$ cat src/rtl/regfile_wr_arbiter_pkg.sv
// regfile_wr_arbiter_pkg
// Shared widths and the grant encoding for the register-file write arbiter.
//   REG_AW : register address width (x0..x31)
//   XLEN   : register data width
//   CNT_W  : width of the stall and drop statistics counters
//   grant_e: identifies which requester received the most recent grant
package regfile_wr_arbiter_pkg;

  localparam int REG_AW = 5;
  localparam int XLEN   = 32;
  localparam int CNT_W  = 16;

  typedef enum logic {
    GRANT_WB  = 1'b0,
    GRANT_ALU = 1'b1
  } grant_e;

endpackage : regfile_wr_arbiter_pkg

$ cat src/rtl/regfile_wr_arbiter_sat_counter.sv
// sat_counter
// Saturating up-counter. It adds 'inc' each cycle and sticks at all-ones
// instead of wrapping. 'clr' has priority and returns the count to zero.
// Ports:
//   clk   : clock, rising edge
//   clr   : synchronous clear, active high
//   inc   : increment amount for this cycle (0 means hold)
//   count : current count
module sat_counter #(
  parameter int WIDTH = 16,
  parameter int INC_W = 1
) (
  input  logic             clk,
  input  logic             clr,
  input  logic [INC_W-1:0] inc,
  output logic [WIDTH-1:0] count
);

  logic [WIDTH-1:0] count_reg;
  logic [WIDTH:0]   sum;

  // One extra bit catches the carry out; any carry means we passed the top.
  assign sum = {1'b0, count_reg} + {{(WIDTH + 1 - INC_W){1'b0}}, inc};

  always_ff @(posedge clk) begin
    if (clr) begin
      count_reg <= '0;
    end else if (sum[WIDTH]) begin
      count_reg <= '1;
    end else begin
      count_reg <= sum[WIDTH-1:0];
    end
  end

  assign count = count_reg;

endmodule : sat_counter

$ cat src/rtl/regfile_wr_arbiter.sv
// regfile_wr_arbiter
// Merges the ALU and load-writeback result streams onto the single
// register-file write port.
//   - One valid requester is accepted immediately.
//   - Two requesters for different registers are served round-robin; the
//     loser waits exactly one cycle.
//   - Two requesters for the same register are both accepted; only the
//     (younger) ALU value is written and the writeback value is dropped.
//   - Writes to x0 are accepted but never issued.
//   - Accepted writes appear on rf_we/rf_waddr/rf_wdata one cycle later.
// Optional feature: define REGWR_BYPASS_EN to add a two-port forwarding
// view of the write currently on the register-file port.
// Ports:
//   clk, rst                      : clock and synchronous active-high reset
//   alu_valid/rd/data, alu_ready  : ALU result requester
//   wb_valid/rd/data,  wb_ready   : load-writeback requester
//   rf_we, rf_waddr, rf_wdata     : registered register-file write port
//   stall_cnt                     : cycles with a valid but not-ready requester
//   drop_cnt                      : accepted writes that were not issued
//   byp_rs1/2, byp1/2_hit/data    : forwarding taps (REGWR_BYPASS_EN only)
module regfile_wr_arbiter
  import regfile_wr_arbiter_pkg::*;
(
  input  logic              clk,
  input  logic              rst,
`ifdef REGWR_BYPASS_EN
  input  logic [REG_AW-1:0] byp_rs1,
  input  logic [REG_AW-1:0] byp_rs2,
  output logic              byp1_hit,
  output logic [XLEN-1:0]   byp1_data,
  output logic              byp2_hit,
  output logic [XLEN-1:0]   byp2_data,
`endif
  input  logic              alu_valid,
  input  logic [REG_AW-1:0] alu_rd,
  input  logic [XLEN-1:0]   alu_data,
  output logic              alu_ready,
  input  logic              wb_valid,
  input  logic [REG_AW-1:0] wb_rd,
  input  logic [XLEN-1:0]   wb_data,
  output logic              wb_ready,
  output logic              rf_we,
  output logic [REG_AW-1:0] rf_waddr,
  output logic [XLEN-1:0]   rf_wdata,
  output logic [CNT_W-1:0]  stall_cnt,
  output logic [CNT_W-1:0]  drop_cnt
);

  grant_e            last_grant_reg, last_grant_next;
  logic              rf_we_reg, rf_we_next;
  logic [REG_AW-1:0] rf_waddr_reg, rf_waddr_next;
  logic [XLEN-1:0]   rf_wdata_reg, rf_wdata_next;

  logic              same_rd;
  logic              alu_acc, wb_acc;
  logic              stall_inc;
  logic [1:0]        drop_inc;

  assign same_rd = (alu_rd == wb_rd);

  // A requester is blocked only when the other one is valid, targets a
  // different register, and it is that other requester's turn.
  assign alu_ready = !rst && (!wb_valid  || same_rd || (last_grant_reg == GRANT_WB));
  assign wb_ready  = !rst && (!alu_valid || same_rd || (last_grant_reg == GRANT_ALU));

  assign alu_acc = alu_valid && alu_ready;
  assign wb_acc  = wb_valid  && wb_ready;

  assign stall_inc = (alu_valid && !alu_ready) || (wb_valid && !wb_ready);

  // Drops: each accepted x0 write, plus the writeback value whenever it is
  // shadowed by a same-register ALU write. Both together on x0 give 2.
  assign drop_inc = {1'b0, (alu_acc && (alu_rd == '0))}
                  + {1'b0, (wb_acc && ((wb_rd == '0) || alu_acc))};

  always_comb begin
    last_grant_next = last_grant_reg;
    rf_we_next      = 1'b0;
    rf_waddr_next   = rf_waddr_reg;
    rf_wdata_next   = rf_wdata_reg;
    // ALU wins whenever accepted: it is either alone, on its turn, or the
    // younger value in a same-register collision.
    if (alu_acc) begin
      last_grant_next = GRANT_ALU;
      if (alu_rd != '0) begin
        rf_we_next    = 1'b1;
        rf_waddr_next = alu_rd;
        rf_wdata_next = alu_data;
      end
    end else if (wb_acc) begin
      last_grant_next = GRANT_WB;
      if (wb_rd != '0) begin
        rf_we_next    = 1'b1;
        rf_waddr_next = wb_rd;
        rf_wdata_next = wb_data;
      end
    end
  end

  always_ff @(posedge clk) begin
    if (rst) begin
      last_grant_reg <= GRANT_WB;
      rf_we_reg      <= 1'b0;
      rf_waddr_reg   <= '0;
      rf_wdata_reg   <= '0;
    end else begin
      last_grant_reg <= last_grant_next;
      rf_we_reg      <= rf_we_next;
      rf_waddr_reg   <= rf_waddr_next;
      rf_wdata_reg   <= rf_wdata_next;
    end
  end

  assign rf_we    = rf_we_reg;
  assign rf_waddr = rf_waddr_reg;
  assign rf_wdata = rf_wdata_reg;

  sat_counter #(.WIDTH(CNT_W), .INC_W(1)) u_stall_cnt (
    .clk   (clk),
    .clr   (rst),
    .inc   (stall_inc),
    .count (stall_cnt)
  );

  sat_counter #(.WIDTH(CNT_W), .INC_W(2)) u_drop_cnt (
    .clk   (clk),
    .clr   (rst),
    .inc   (drop_inc),
    .count (drop_cnt)
  );

`ifdef REGWR_BYPASS_EN
  // x0 never forwards: it reads as zero regardless of any write.
  assign byp1_hit  = rf_we_reg && (rf_waddr_reg == byp_rs1) && (byp_rs1 != '0);
  assign byp2_hit  = rf_we_reg && (rf_waddr_reg == byp_rs2) && (byp_rs2 != '0);
  assign byp1_data = rf_wdata_reg;
  assign byp2_data = rf_wdata_reg;
`endif

endmodule : regfile_wr_arbiter

$ cat config.mk
export PLATFORM = sky130hd
export DESIGN_NAME = regfile_wr_arbiter
export DESIGN_NICKNAME = d
export VERILOG_FILES = /design/src/rtl/regfile_wr_arbiter_pkg.sv /design/src/rtl/regfile_wr_arbiter_sat_counter.sv /design/src/rtl/regfile_wr_arbiter.sv
export SDC_FILE = /design/constraint.sdc
export NUM_CORES = 1
export LEC_CHECK = 0
export CAP_MARGIN = 10
export CELL_PAD_IN_SITES_DETAIL_PLACEMENT = 1
export CELL_PAD_IN_SITES_GLOBAL_PLACEMENT = 2
export CORE_ASPECT_RATIO = 1.2
export CORE_MARGIN = 2
export CORE_UTILIZATION = 39
export DETAILED_ROUTE_END_ITERATION = 8
export DONT_BUFFER_PORTS = 1
export PLACE_DENSITY_LB_ADDON = 0.1
export REMOVE_ABC_BUFFERS = 1
export SLEW_MARGIN = 30
export SYNTH_ARGS = -nofsm -noshare
export SYNTH_HDL_FRONTEND = slang
export SYNTH_SLANG_ARGS = --single-unit
$ cat constraint.sdc
create_clock -name clk -period 10.6 [get_ports clk]
set_input_delay 2.12 -clock clk [delete_from_list [all_inputs] [get_ports clk]]
set_output_delay 2.12 -clock clk [all_outputs]
set_load 0.01 [all_outputs]
Word level (Yosys, flattened, before mapping)
Cells that the tools add are included.
Cells by class
  multiplexer cells: 16
  shift operators: 0
  $mul: 0
  divide/modulo/power cells: 0
  magnitude comparators: 0
  reductions and logical operators: 26
  add/subtract/negate cells: 3
  equality and inequality tests: 2
  bitwise gates (word level): 1
Operator list (number)
  2-to-1 mux 32 bit: 4
  2-to-1 mux 16 bit: 2
  2-to-1 mux 5 bit: 4
  adder 16 x 1 -> 17 bit: 1
  adder 16 x 2 -> 17 bit: 1
  logical NOT 5 bit: 2
  nonzero test 5 bit: 2
  logical AND 1 bit: 8
  logical OR 1 bit: 6
  2-to-1 mux 1 bit: 6
  equality test 5 bit: 1
  logical NOT 1 bit: 5
  nonzero test 2 bit: 2
  AND reduction 3 bit: 1
  adder 1 x 1 -> 2 bit: 1
  inequality test 2 x 1 -> 1 bit (second input constant): 1
  inverter 1 bit: 1
Storage, ports and cells
  bits in registers: 71
  bits in read-only memories: 0
  bits of input ports: 78
  RAM bits: 0
  logic and storage cells: 54
  bits in latches: 0
  memories kept: 0

Logic depth before layout (Yosys ltp)
Gate-level depths: netlist of run 1.
  depth in word-level cells: 10
  depth in mapped cells: 16
  depth with buffers taken out: 12

Modules after synthesis
A second synthesis of run 1 with hierarchy kept.
Second synthesis, totals
  cell total of the unflattened synthesis: 422
  area, all modules: 3738.6 um^2
Modules (own cells, without submodules)
  regfile_wr_arbiter: cells each 254, area an instance 2193.4 um^2, sequential area each 780.7 um^2, times used 1
  sat_counter (u_drop_cnt): cells each 84, area an instance 790.8 um^2, sequential area each 320.3 um^2, times used 1
  sat_counter (u_stall_cnt): cells each 84, area an instance 754.5 um^2, sequential area each 320.3 um^2, times used 1

Least setup slack after synthesis of run 1
OpenSTA, ideal clock, no wires.
  kind: input to register
  from: in wb_rd[1]
  to: reg u_drop_cnt.count_reg[10], in the netlist u_drop_cnt.count[10]
  setup time: 70 ps
  path slack: 5228 ps
  arrival time: 5302 ps
  required time: 10530 ps
  cell stages on the path: 16
  path buffers: 4
  cell sequence: or4_1 o22ai_1 a31oi_1 buf_2 buf_2 or3_1 fa_1 inv_1 ha_1 and3_1 and3_1 clkbuf_1 nor2b_1 nand4_1 buf_2 a21oi_1
Between the ends
  cells in the longest elaborated chain, start to end: 10
  elaborated cells on any way between the ends: 16
RTL lines
  start: declaration: RTL line regfile_wr_arbiter.sv:39  | input logic [REG_AW-1:0] wb_rd,
  equality test 5 bit: RTL line regfile_wr_arbiter.sv:59  | assign same_rd = (alu_rd == wb_rd);
  logical OR 1 bit (2 in series): RTL line regfile_wr_arbiter.sv:63  | assign alu_ready = !rst && (!wb_valid || same_rd || (last_grant_reg == GRANT_WB));
  logical AND 1 bit: RTL line regfile_wr_arbiter.sv:63
  logical AND 1 bit: RTL line regfile_wr_arbiter.sv:66  | assign alu_acc = alu_valid && alu_ready;
  logical OR 1 bit: RTL line regfile_wr_arbiter.sv:74  | + {1'b0, (wb_acc && ((wb_rd == '0) || alu_acc))};
  logical AND 1 bit: RTL line regfile_wr_arbiter.sv:74
  adder 1 x 1 -> 2 bit *: RTL line regfile_wr_arbiter.sv:74
  adder 16 x 2 -> 17 bit *: RTL line regfile_wr_arbiter_sat_counter.sv:23  | assign sum = {1'b0, count_reg} + {{(WIDTH + 1 - INC_W){1'b0}}, inc};
  2-to-1 mux 16 bit *: RTL line regfile_wr_arbiter_sat_counter.sv:28  | end else if (sum[WIDTH]) begin
  end signal: assignment: RTL line regfile_wr_arbiter_sat_counter.sv:31  | count_reg <= sum[WIDTH-1:0];
  end: declaration: RTL line regfile_wr_arbiter_sat_counter.sv:19  | logic [WIDTH-1:0] count_reg;
Mark *: on every way between the ends. The rest lies on a longest branch, timed or not.
A chain may end at the register's enable or synchronous reset.

Worst setup path in the final report of run 1
  from: in alu_rd[3]
  to: out alu_ready
Between the ends
  cells in the longest elaborated chain, start to end: 4
RTL lines
  start: declaration: RTL line regfile_wr_arbiter.sv:35  | input logic [REG_AW-1:0] alu_rd,
  equality test 5 bit: RTL line regfile_wr_arbiter.sv:59
  logical OR 1 bit (2 in series): RTL line regfile_wr_arbiter.sv:63
  logical AND 1 bit: RTL line regfile_wr_arbiter.sv:63
  end: declaration: RTL line regfile_wr_arbiter.sv:37  | output logic alu_ready,
Every way passes these cells.

==> run metrics, run 1 <==
status completed; Worst Path Max Fanout 5; Yosys Warn Count 0; Die Ht 111 um; PnR worst setup slack 5.19 ns; Area growth syn-to-layout 6.82%; Routed Antenna Nets 0; logic gate share of total power 0.134; initial antenna violation count 0; TritonCTS clock tree yes; min cycle time layout 5.41 ns; pin count of the biggest net entering global routing 78; worst reg2reg setup slack 7.10 ns; Sum Neg Setup Slack 0 ns; root buffer cell clkbuf_8; DP Area 3720 um2; cts hold-fix bufs 0; Max Freq 185 MHz; Hold Path Stages 2; Worst Skew 0.00498 ns; power per cell area 157 nW/um2; # port buffers 0; CP required 8.48 ns; max reg flops 32; starting density of the core 0.404; CP endpoint kind output port; worst skew pair latency 0.35 ns; Hold Crit Class reg2reg; Via density 6.26; CORE AREA 9130 um2; Max-cap violations 0; Die W 92.8 um; fin area 3940 um2; Leakage 1.31 nW; area share of the largest cell type after synthesis 0.385; Fin Hold WS 0.504 ns; H-Tree Depth 3; Mapped Area 3690 um2; fraction of registers with async set/reset 0; startpoint type of the worst setup path input pin; Post-CTS Setup Bufs 0; area leader, netlist dfxtp_1; grt total ovfl 0; internal power 0.000446 W; Synth area leaders dfxtp_1 39%, nand2_1 8.3%, a311oi_2 8.1%; Synth cell types 45; drt pass-1 iters 4; Post-synth EDFFs 0; count of final setup violators 0; Max VDD drop 0.0700 mV; Mean Syn Cell Area 9.11 um2; DRT iter0 DRCs 140; Residual DRC 0; commonest non-fill, non-tap cells in the layout 82 x nand2_1, 71 x dfxtp_1, 31 x a21oi_1; CTS Sinks 71; clock share of power 0.373; number of diodes 0; Worst-Margin Slew 0.824 ns; HP Start last_grant_reg$_SDFFE_PP0P_; WS Path Type in2out; fin nets 464; routed len/inst 21.0 um; CP Data Arrival Time 3.29 ns; global-route wire length before repair 17.0 mm; Synth Flop Type dfxtp_1; worst reg2reg path startpoint last_grant_reg$_SDFFE_PP0P_; Reg2Reg Depth 12; pre-CTS setup slack 4.86 ns; via count of the first global-routing pass 3291; post-CTS sizing 0; Seq/Total Area, Yosys 0.385; multi-input logic area 2100 um2; total track usage 0.206; layout cells sized above 1 0.158; vias after detailed routing 3176; Final HPWL DP 6.80 mm; die area 10300 um2; period utilization 0.511; io pins 150; sw frac 0.277; number of buffers created by CTS 9; sequential cell area 1420 um2; Row Count 38; sequential share of power 0.494; Cells after Synth 405; number of instances in the placed design 491; fillcell total 1086; Net Switching 0.000171 W; Routed WL 10.6 mm; Pins Over Slew Limit 0; GP Congestion 0.821; RSZ-0062 raised after global routing false; final hold vios 0; hold endpoint last_grant_reg$_SDFFE_PP0P_; Synth Register Bits 71; Post-Layout Cell Count 507; R2R Path End u_drop_cnt.count[1]$_SDFF_PP0_; slew margin rel. 0.451; clock slew at reported path FFs 0.07 ns; commonest non-fill, non-tap cell in the layout nand2_1; CTS max path bufs 2
## through the flow
step | power, W | utilization
5_1_grt | 0.000649 | 0.432
3_5_place_dp | 0.000394 | 0.408
6_report | 0.000617 | 0.432
3_3_place_gp | 0.000391 | 0.406
2_1_floorplan | 0.000371 | -
4_1_cts | 0.000626 | 0.431
## synth_stat cells, types with 5 or more instances
library cell,number
a221oi_1,27
nand2_1,82
xor2_1,11
inv_1,6
nor3_1,6
nand4_1,5
a311oi_2,20
a31oi_1,5
xnor2_1,10
clkbuf_1,20
nor2_1,6
and3_1,8
a21oi_1,31
nand3_1,10
dfxtp_1,71
a221oi_2,11
nand2b_1,5
a311oi_1,17
buf_2,12
## worst max-delay path, stage by stage
cell and delay, ns:
xor2_1 0.15, a221oi_2 0.52, nand2_1 0.19, a21oi_1 0.31
## cell families after synthesis
logic type / count (synthesis) / synth area share
AND/OR/NAND/NOR: 139 / 0.178
AO/OA/AOI/OAI: 125 / 0.314
flip-flops: 71 / 0.385
buffers and inverters: 45 / 0.0570
XOR/XNOR: 21 / 0.0499
adder cells (fa/ha/maj): 4 / 0.0156
## worst max-delay path by stage
stage	from	endpoint	slack (ns)	depth (start not counted)
detailed placement	alu_rd[3]	u_drop_cnt.count[1]$_SDFF_PP0_	4.86	12
global route	alu_rd[3]	u_drop_cnt.count[1]$_SDFF_PP0_	4.92	12
global placement	alu_rd[3]	u_drop_cnt.count[0]$_SDFF_PP0_	4.99	12
floorplan	wb_rd[4]	u_drop_cnt.count[0]$_SDFF_PP0_	4.45	12
finish	alu_rd[3]	alu_ready	5.19	4
CTS	alu_rd[3]	alu_ready	5.17	4
## per-layer routing
metal,track usage,wire length (um)
met5,0,0
met3,0.0689,880
met2,0.348,5290
met1,0.239,4290
met4,0.0765,172
## layout make-up
cell class,instances,area share
inverter,7,0.00667
sequential,71,0.361
timing repair buffer,4,0.00953
tap,120,0.0381
clock inverter,3,0.0102
multi-input combinational,289,0.532
clock buffer,13,0.0429
## power by group through the flow
stage | sequential (W) | clock [W] | combinational (W)
floorplan | 0.000306 | 0 | 0.0000650
global placement | 0.000311 | 0 | 0.0000800
detailed placement | 0.000311 | 0 | 0.0000832
CTS | 0.000305 | 0.000237 | 0.0000835
global route | 0.000307 | 0.000250 | 0.0000917
finish | 0.000305 | 0.000230 | 0.0000824
No activity file was read; power rests on OpenSTA's default activity.
==> inputs of run 2 (changes only) <==
--- a/config.mk
+++ b/config.mk
@@ -10,7 +10,7 @@
 export CELL_PAD_IN_SITES_GLOBAL_PLACEMENT = 2
 export CORE_ASPECT_RATIO = 1.2
 export CORE_MARGIN = 2
-export CORE_UTILIZATION = 39
+export CORE_UTILIZATION = 36
 export DETAILED_ROUTE_END_ITERATION = 8
 export DONT_BUFFER_PORTS = 1
 export PLACE_DENSITY_LB_ADDON = 0.1
==> constraint.sdc (replaced) <==
create_clock -name clk -period 5.56 [get_ports clk]
set_input_delay 1.112 -clock clk [delete_from_list [all_inputs] [get_ports clk]]
set_output_delay 1.112 -clock clk [all_outputs]
set_load 0.01 [all_outputs]
==> run metrics, run 2 (synthesized netlist as in run 1, its figures left out) <==
PnR worst setup slack 1.20 ns (-3.99 ns); DP Area 3760 um2 (+0.87%); worst reg2reg path startpoint last_grant_reg$_SDFFE_PP0P_; Die W 96.4 um (+3.9%); commonest non-fill, non-tap cell in the layout nand2_1; vias after detailed routing 3152 (-0.76%); Leakage 1.36 nW (+3.9%); via count of the first global-routing pass 3176 (-3.5%); number of instances in the placed design 499 (+1.6%); Post-CTS Setup Bufs 0 (unchanged); TritonCTS clock tree yes; cts hold-fix bufs 0 (unchanged); slew margin rel. 0.451 (about the same); Max-cap violations 0 (unchanged); routed len/inst 20.3 um (-3.1%); CP Data Arrival Time 4.61 ns (+1.32 ns); worst stage delay on the critical path 0.52 ns (about the same); DRT iter0 DRCs 162 (+16%); post-CTS sizing 0 (unchanged); CTS Sinks 71 (unchanged); Die Ht 115 um (+3.9%); RSZ-0062 raised after global routing false; power per cell area 323 nW/um2 (+110%); top sig layer met4; Max VDD drop 0.125 mV (+79%); Sum Neg Setup Slack 0 ns (unchanged); drt pass-1 iters 4 (unchanged); Worst path slowest cell a221oi_2; worst skew pair latency 0.33 ns (-0.02 ns); die area 11100 um2 (+8.0%); worst-path cell chain xor2_1 > a221oi_2 > a21oi_1 > or3_1 > fa_1 > inv_1 > ha_1 > and3_1 > and3_1 > nor2b_1 > nand4_1 > a21oi_1; period utilization 0.784; H-Tree Depth 3 (unchanged); multi-input logic area 2100 um2 (+0.12%); CORE AREA 10000 um2 (+9.6%); Routed Antenna Nets 0 (unchanged); Routed WL 10.5 mm (-1.6%); Pins Over Slew Limit 0 (unchanged); fin nets 466 (+0.43%); Post-Layout Cell Count 515 (+1.6%); count of final setup violators 0 (unchanged); final hold vios 0 (unchanged); pin count of the biggest net entering global routing 78 (unchanged); total track usage 0.188 (-0.0177); layout cells sized above 1 0.159 (+0.00176); Via density 6.12 (-2.3%); commonest non-fill, non-tap cells in the layout 82 x nand2_1, 71 x dfxtp_1, 31 x a21oi_1; grt total ovfl 0 (unchanged); fillcell total 1150 (+5.9%); final core utilization 0.405 (-0.0265); sequential cell area 1420 um2 (unchanged); Row Count 40 (+5.3%); starting density of the core 0.369 (-0.0356); Reg2Reg Depth 12 (unchanged); Worst Setup SP alu_rd[3]; Hold Crit Class reg2reg; io pins 150 (unchanged); CTS max path bufs 2 (unchanged); initial antenna violation count 0 (unchanged); CP required 5.81 ns (-2.67 ns); WS Path Type in2reg; pre-CTS setup slack 0.852 ns (-4.00 ns); worst reg2reg setup slack 2.06 ns (-5.04 ns); number of buffers created by CTS 9 (unchanged); clock slew at reported path FFs 0.06 ns (about the same); Area growth syn-to-layout 9.94%; global-route wire length before repair 16.4 mm (-3.8%); R2R Path End u_drop_cnt.count[10]$_SDFF_PP0_; Max Freq 229 MHz; Worst Path Max Fanout 12 (+7); Critical Path Sink u_drop_cnt.count[10]$_SDFF_PP0_; Final HPWL DP 6.59 mm (-3.0%); Worst Skew 0.00352 ns (-0.00146 ns); root buffer cell clkbuf_16; number of diodes 0 (unchanged); # port buffers 0 (unchanged); routed length on met3 1.01 mm (+14%); GP Congestion 0.712 (-13%); fin area 4060 um2 (+2.9%); status completed; Worst-Margin Slew 0.824 ns (+0.000318 ns); CP endpoint kind flop; max reg flops 32 (unchanged); startpoint type of the worst setup path input pin; min cycle time layout 4.36 ns; met2 WL 5.06 mm (-4.5%); Residual DRC 0 (unchanged); met1 WL 4.23 mm (-1.3%)
-- run 2: how the worst min path moves through the flow --
stage	cells past startpoint	startpoint	endpoint	slack (ns)
6_report	2	last_grant_reg$_SDFFE_PP0P_	last_grant_reg$_SDFFE_PP0P_	0.51
4_1_cts	2	last_grant_reg$_SDFFE_PP0P_	last_grant_reg$_SDFFE_PP0P_	0.51
3_3_place_gp	2	last_grant_reg$_SDFFE_PP0P_	last_grant_reg$_SDFFE_PP0P_	0.47
3_5_place_dp	2	last_grant_reg$_SDFFE_PP0P_	last_grant_reg$_SDFFE_PP0P_	0.50
5_1_grt	2	last_grant_reg$_SDFFE_PP0P_	last_grant_reg$_SDFFE_PP0P_	0.52
2_1_floorplan	2	last_grant_reg$_SDFFE_PP0P_	last_grant_reg$_SDFFE_PP0P_	0.46
-- run 2: power by group --
part           internal (W)  switching, W  total (W)
Combinational     0.0000693     0.0000885   0.000158
Clock              0.000357      0.000215   0.000572
Sequential         0.000541     0.0000398   0.000581
-- run 2: cell type report --
cell class | count | area share
multi-input cells | 289 | 0.517
inverters | 7 | 0.00648
flip-flops and latches | 71 | 0.351
repair buffers | 6 | 0.0148
well taps | 126 | 0.0389
clock inverters | 4 | 0.0111
clock buffers | 12 | 0.0608
-- run 2: layer usage --
layer	vias to the layer above	GRT usage
met4	0	0.0761
li1	1494	-
met2	111	0.306
met5	-	0
met1	1536	0.223
met3	11	0.0701
-- run 2: worst max-delay path: cells and delay by family --
kind / cells / cell delay [ns]
buffers and inverters: 1 / 0.07
xor gates and xnor gates: 1 / 0.15
adders and majority gates: 2 / 0.55
AOI/OAI and AO/OA: 3 / 1.00
and+or+nand+nor: 5 / 1.72
-- run 2: stage by stage --
step | hold WS, ns | total power (W)
after CTS | 0.507 | 0.00133
after global placement | 0.474 | 0.000746
after global routing | 0.524 | 0.00138
final | 0.511 | 0.00131
after floorplan | 0.460 | 0.000707
after detailed placement | 0.499 | 0.000751
